--- src/rtl/serial_subtractor_if.sv ---
// Request/result bundle for the bit-serial subtractor: operands and start in,
// status and registered result out.
interface serial_subtractor_if #(
   parameter int WIDTH = 8
);
   logic             start;
   logic [WIDTH-1:0] a;
   logic [WIDTH-1:0] b;
   logic             b_in;
   logic             busy;
   logic             done;
   logic [WIDTH-1:0] diff;
   logic             b_out;

   modport master (
      output start, a, b, b_in,
      input  busy, done, diff, b_out
   );

   modport slave (
      input  start, a, b, b_in,
      output busy, done, diff, b_out
   );
endinterface

--- src/rtl/serial_subtractor.sv ---
// Bit-serial unsigned subtractor: a - b - b_in computed LSB-first, one
// full-subtractor step per clock, with a registered borrow between steps.
module serial_subtractor #(
   parameter int WIDTH = 8
) (
   input logic                clk,
   input logic                rst,
   serial_subtractor_if.slave bus
);
   localparam int CW = $clog2(WIDTH + 1);

   typedef enum logic [1:0] {
      IDLE,
      SHIFT,
      DONE
   } state_t;

   state_t           state;
   state_t           state_next;
   logic             accept;
   logic             last;
   logic             busy;
   logic             done;

   logic [WIDTH-1:0] a_sh;
   logic [WIDTH-1:0] b_sh;
   logic [WIDTH-1:0] res_sh;
   logic [WIDTH-1:0] res_next;
   logic             br;
   logic             br_next;
   logic             d;
   logic [CW-1:0]    count;
   logic [WIDTH-1:0] diff_q;
   logic             b_out_q;

   // One full-subtractor cell; returns {borrow_out, difference}.
   function automatic logic [1:0] sub_step(input logic a0, input logic b0, input logic bi);
      logic dd;
      logic bo;
      dd = a0 ^ b0 ^ bi;
      bo = (~a0 & b0) | (~(a0 ^ b0) & bi);
      return {bo, dd};
   endfunction

   always_comb begin
      {br_next, d} = sub_step(a_sh[0], b_sh[0], br);
      res_next = res_sh >> 1;
      res_next[WIDTH-1] = d;
      last = (count == CW'(WIDTH - 1));
   end

   always_ff @(posedge clk) begin
      if (rst) state <= IDLE;
      else     state <= state_next;
   end

   always_comb begin
      state_next = state;
      accept     = 1'b0;
      busy       = 1'b0;
      done       = 1'b0;
      case (state)
         IDLE: begin
            if (bus.start) begin
               accept     = 1'b1;
               state_next = SHIFT;
            end
         end
         SHIFT: begin
            busy = 1'b1;
            if (last) state_next = DONE;
         end
         DONE: begin
            done = 1'b1;
            if (bus.start) begin
               accept     = 1'b1;
               state_next = SHIFT;
            end else begin
               state_next = IDLE;
            end
         end
         default: state_next = IDLE;
      endcase
   end

   // Result registers update only on the final step, so partial sums never leak.
   always_ff @(posedge clk) begin
      if (rst) begin
         a_sh    <= '0;
         b_sh    <= '0;
         res_sh  <= '0;
         br      <= 1'b0;
         count   <= '0;
         diff_q  <= '0;
         b_out_q <= 1'b0;
      end else if (accept) begin
         a_sh  <= bus.a;
         b_sh  <= bus.b;
         br    <= bus.b_in;
         count <= '0;
      end else if (state == SHIFT) begin
         a_sh   <= a_sh >> 1;
         b_sh   <= b_sh >> 1;
         res_sh <= res_next;
         br     <= br_next;
         count  <= count + 1'b1;
         if (last) begin
            diff_q  <= res_next;
            b_out_q <= br_next;
         end
      end
   end

   assign bus.busy  = busy;
   assign bus.done  = done;
   assign bus.diff  = diff_q;
   assign bus.b_out = b_out_q;
endmodule
--- src/flat_wrapper.sv ---
// flat-port wrapper written by rule: the top's interface ports become plain ports
module serial_subtractor_flat 
#(
   parameter int WIDTH = 8
)
  (clk, rst, bus_start, bus_a, bus_b, bus_b_in, bus_busy, bus_done, bus_diff, bus_b_out);
  serial_subtractor_if #(.WIDTH(WIDTH)) bus_i ();
  input logic clk;
  input logic rst;
  input wire logic [$bits(bus_i.start)-1:0] bus_start;
  input wire logic [$bits(bus_i.a)-1:0] bus_a;
  input wire logic [$bits(bus_i.b)-1:0] bus_b;
  input wire logic [$bits(bus_i.b_in)-1:0] bus_b_in;
  output wire logic [$bits(bus_i.busy)-1:0] bus_busy;
  output wire logic [$bits(bus_i.done)-1:0] bus_done;
  output wire logic [$bits(bus_i.diff)-1:0] bus_diff;
  output wire logic [$bits(bus_i.b_out)-1:0] bus_b_out;
  assign bus_i.start = bus_start;
  assign bus_i.a = bus_a;
  assign bus_i.b = bus_b;
  assign bus_i.b_in = bus_b_in;
  assign bus_busy = bus_i.busy;
  assign bus_done = bus_i.done;
  assign bus_diff = bus_i.diff;
  assign bus_b_out = bus_i.b_out;
  serial_subtractor #(.WIDTH(WIDTH)) u_core (.clk(clk), .rst(rst), .bus(bus_i));
endmodule
--- config.mk ---
export PLATFORM = sky130hd
export DESIGN_NAME = serial_subtractor_flat
export DESIGN_NICKNAME = d
export VERILOG_FILES = /design/src/rtl/serial_subtractor_if.sv /design/src/rtl/serial_subtractor.sv /design/src/flat_wrapper.sv
export SDC_FILE = /design/constraint.sdc
export NUM_CORES = 1
export LEC_CHECK = 0
export ABC_AREA = 1
export BUFFER_PORTS_ARGS = -buffer_cell sky130_fd_sc_hd__buf_2
export CAP_MARGIN = 15
export CORE_MARGIN = 10
export CORE_UTILIZATION = 59
export DETAILED_ROUTE_END_ITERATION = 12
export MAX_ROUTING_LAYER = met4
export PLACE_DENSITY = 0.83
export SYNTH_ARGS = -nofsm -noshare
export SYNTH_HDL_FRONTEND = slang
export SYNTH_SLANG_ARGS = --single-unit
export TNS_END_PERCENT = 30
--- constraint.sdc ---
create_clock -name clk -period 2.2 [get_ports clk]
set_input_delay 0.11 -clock clk [delete_from_list [all_inputs] [get_ports clk]]
set_output_delay 0.11 -clock clk [all_outputs]
set_load 0.02 [all_outputs]
After elaboration in Yosys (flattened, before gate mapping)
Cells that the tools add are included.
- add/subtract/negate cells: 1
- multiply operators: 0
- divide/modulo/power cells: 0
- $lt $le $gt $ge: 0
- eq/ne operators: 5
- shift operators: 0
- mux-type cells: 14
- bitwise gates (word level): 8
- reductions and logical operators: 7
- operators by type and width (kind ; count):
    2-to-1 mux 8 bit ; 4
    2-to-1 mux 1 bit ; 7
    case mux 2 bit (3 select lines) ; 1
    adder 4 x 1 -> 4 bit (second input constant) ; 1
    equality test 4 x 3 -> 1 bit (second input constant) ; 1
    2-to-1 mux 2 bit ; 2
    AND reduction 2 bit ; 2
    OR reduction 2 bit ; 2
    inverter 1 bit ; 3
    AND reduction 3 bit ; 1
    bitwise AND 1 bit ; 2
    equality test 2 x 1 -> 1 bit (second input constant) ; 1
    equality test 2 bit (second input constant) ; 1
    zero test 2 bit ; 1
    != test 2 x 1 -> 1 bit (second input constant) ; 1
    != test 2 bit (second input constant) ; 1
    nonzero test 2 bit ; 1
    XOR 1 bit ; 2
    OR 1 bit ; 1
- register bits: 40
- bits in latches: 0
- memory bits (writable): 0
- bits in read-only memories: 0
- bits of input ports: 20
- output and inout port bits: 11
- logic and storage cells: 43
- memories kept: 0

Logic depth before layout (Yosys ltp)
- word-level depth: 6
- gate-level depth with buffers: 8
- depth with buffers taken out: 7

Worst setup path after synthesis
Ideal clock, no wire load.
- path type: flip-flop to flip-flop
- start: register u_core.b_sh[0]
- end: register u_core.res_sh[7]
- setup time: 0.119 ns
- data arrival time: 1.053 ns
- required time: 2.081 ns
- path slack: 1.027 ns
- stages on the path, launching flop included: 5
- period minus slack after synthesis: 1.173 ns
- cell sequence: dfxtp_1 inv_1 fa_1 o21ai_0 a21oi_1
- cells in the longest elaborated chain, start to end: 2
- ends and longest elaborated chain (what ; line ; source):
    start, declared ; serial_subtractor.sv:26 ; logic [WIDTH-1:0] b_sh;
    start signal, assigned ; serial_subtractor.sv:98 ; b_sh <= bus.b;
    start signal, assigned ; serial_subtractor.sv:103 ; b_sh <= b_sh >> 1;
    XOR 1 bit (2 in series) ; serial_subtractor.sv:40 ; dd = a0 ^ b0 ^ bi;
    named net u_core.d ; serial_subtractor.sv:31 ; logic d;
    end signal, assigned ; serial_subtractor.sv:104 ; res_sh <= res_next;
    end, declared ; serial_subtractor.sv:27 ; logic [WIDTH-1:0] res_sh;
The timed path passes the listed nets, and every way through them passes these cells.
A chain may end at the register's enable or synchronous reset.

Worst setup path after layout
- start: register u_core.state[0]
- end: output port bus_busy
- cells in the longest elaborated chain, start to end: 2
- ends and longest elaborated chain (what ; line ; source):
    start, declared ; serial_subtractor.sv:18 ; state_t state;
    start signal, assigned ; serial_subtractor.sv:54 ; else state <= state_next;
    equality test 2 x 1 -> 1 bit ; serial_subtractor.sv:62 ; case (state)
    2-to-1 mux 1 bit ; serial_subtractor.sv:62 ;
    end, declared ; flat_wrapper.sv:14 ; output wire logic [$bits(bus_i.busy)-1:0] bus_busy;
No other way between the ends.

==> out/results.tsv <==
metric	value	unit
hold_path.class	input port to flop	
clk_pin_slew	0.12	ns
gp_congestion	0.810	
hold_buffers	2	
power.leakage	0.000986	uW
irDropWorstVdd	322	uV
muxShareOfSynthArea	0	
yosys_warnings	0	
layout_worst_path_cycle_share	0.784	
worst_setup_path_end_kind	primary output	
viasPerCell	4.80	
grt_pass1_vias	1419	
synth_compound_area_frac	0.104	
max_cap_violations	0	
antennaDiodeCount	0	
rsz0062_at_grt	no	
synth_area	1860	sq um
wirelength	3570	um
fin_crit	1.72	ns
avgSynthCellArea	7.59	sq um
cts_tree	done	
crit_type	flop to primary output	
r2r_cells	5	
wl_per_cell	11.2	um
start_kind	flop	
dr_total_vias	1525	
final_cell_mix	45 x nand2_1, 39 x nor2_1, 39 x dfxtp_1	
ant_nets	0	
seq_area_frac_synth	0.420	
final_common_cell	nand2_1	
synthXorXnorAreaFrac	0	
status	finished, final reports clean	
worstHoldStart	bus_b_in	
maxSlewHeadroom	0.468	
synthCells	245	
layout.nets	295	
r2r_end	u_core.bus.b_out$_SDFFE_PP0P_	
die_h	76.2	um
hold_end	u_core.br$_SDFFE_PP0P_	
dp_hpwl	2540	um
ff2ff_setup_slack	0.59	ns
dp_slack	0.606	ns
port-buffer-count	30	
drt_pass1_iterations	4	
fin_skew	0.00924	ns
root_buffer	clkbuf_4	
pin_count	31	
initial_core_util	0.614	
crit_required	2.09	ns
arrival	1.61	ns
max_stage_delay	0.70	ns
die_area	5800	sq um
drcViolationCount	0	
synth_cell_types	26	
tightest_slew	0.798	ns
synth_top_family_by_area	simple AND/OR/NAND/NOR gates	
clockBufferDepth	2	
cts_setup_buffers	0	
drive_gt1_frac	0.230	
timing.fmax	0.580	GHz
antenna_found_initial	0	
clock_latency	0.36	ns
drt_iter0_drc	82	
hold_viol_final	0	
grt_use_total	0.125	
hold-worst-slack	0.0741	ns
synth-seq-cells	39	
slowest_stage	dfxtp_1	
setup_viol	0	
whs_path_depth	5	
critPathTopFamily	flip-flops	
fp.coreArea	3030	sq um
timing.rr.start	u_core.state[0]$_SDFFE_PP0P_	
fp-row-count	20	
fp.dieW	76.2	um
crit_chain	inv_6 > nor2_8 > buf_2	
yosys.area_share.simple	0.332	
grt_max_degree	33	
grt_pass1_wl	6010	um
maxSlewViolCount	0	
worst-path-buf-inv	2	
syn-num-nets	267	
ctsResizeCount	0	
cp_max_fo	17	
syn_to_final_growth	11.2	%
cts_buffers	5	
fin_ws	0.475	ns
synthAdderAreaFrac	0.0175	
postLayoutCoreUtil	0.683	
htreeDepth	2	
grt_overflow	0	
power_density	723	nW/um^2
cts.sinks	39	
setup_tns	0	ns
[cell type report]
cell class | count | area, sq um
repair buffers | 32 | 170
fillers | 267 | 958
inverters | 34 | 135
flip-flops and latches | 39 | 781
clock buffers | 6 | 51.3
multi-input cells | 161 | 842
well taps | 44 | 55.1
clock inverters | 2 | 35.0
[worst max path at each step]
stage / end / from / slack, ns / cells past startpoint
after floorplan: u_core.res_sh[7]$_SDFFE_PP0P_ / u_core.b_sh[0]$_SDFFE_PP0P_ / 1.03 / 4
after global placement: u_core.bus.b_out$_SDFFE_PP0P_ / u_core.state[0]$_SDFFE_PP0P_ / 0.66 / 5
after detailed placement: u_core.bus.diff[4]$_SDFFE_PP0P_ / u_core.state[0]$_SDFFE_PP0P_ / 0.61 / 5
after CTS: bus_busy / u_core.state[0]$_SDFFE_PP0P_ / 0.47 / 3
after global routing: bus_busy / u_core.state[0]$_SDFFE_PP0P_ / 0.39 / 3
final: bus_busy / u_core.state[0]$_SDFFE_PP0P_ / 0.48 / 3
[per-stage QoR]
stage                     cells  instance area, sq um  power, uW
after floorplan             245                  1860        968
after global placement      308                  1960        994
after detailed placement    308                  1960        999
after CTS                   318                  2070       1500
after global routing        318                  2070       1570
final                       318                  2070       1500
[cells in the mapped netlist, drive strengths merged]
cell / instances / area share
nand2: 48 / 0.11
nor2: 43 / 0.10
dfxtp: 39 / 0.42
nand3: 36 / 0.12
inv: 34 / 0.073
o21ai: 16 / 0.045
a21oi: 15 / 0.054
buf: 11 / 0.055
a211oi: 1 / 0.0040
fa: 1 / 0.011
ha: 1 / 0.0067
[worst min-delay path: cells and delay by family]
family                 cells  cell delay [ns]
buffers and inverters      1             0.07
AND/OR/NAND/NOR            4             0.23
[sequential cells by signal, indices dropped and copies added, names as in the netlist]
signal,flops
u_core.bus.diff,8
u_core.state,2
u_core.br,1
u_core.bus.b_out,1
u_core.a_sh,8
u_core.b_sh,8
u_core.count,4
u_core.res_sh,7
[cell families after synthesis]
| logic type | Yosys count |
|---|---|
| AOI/OAI and AO/OA | 32 |
| adders and majority gates | 2 |
| buffers and inverters | 45 |
| DFF | 39 |
| and+or+nand+nor | 127 |
[metal layers]
layer  global-route usage  wire (um)
met1                0.130       1750
met2                0.212       1620
met3               0.0413        154
met4               0.0558         44
met5                    -          0
[power breakdown]
group / internal, uW / total [uW] / switching, uW
combinational: 77.0 / 206 / 129
sequential: 749 / 781 / 31.2
clock: 269 / 511 / 242
total: 1090 / 1500 / 402
(Power assumes the default switching activity.)
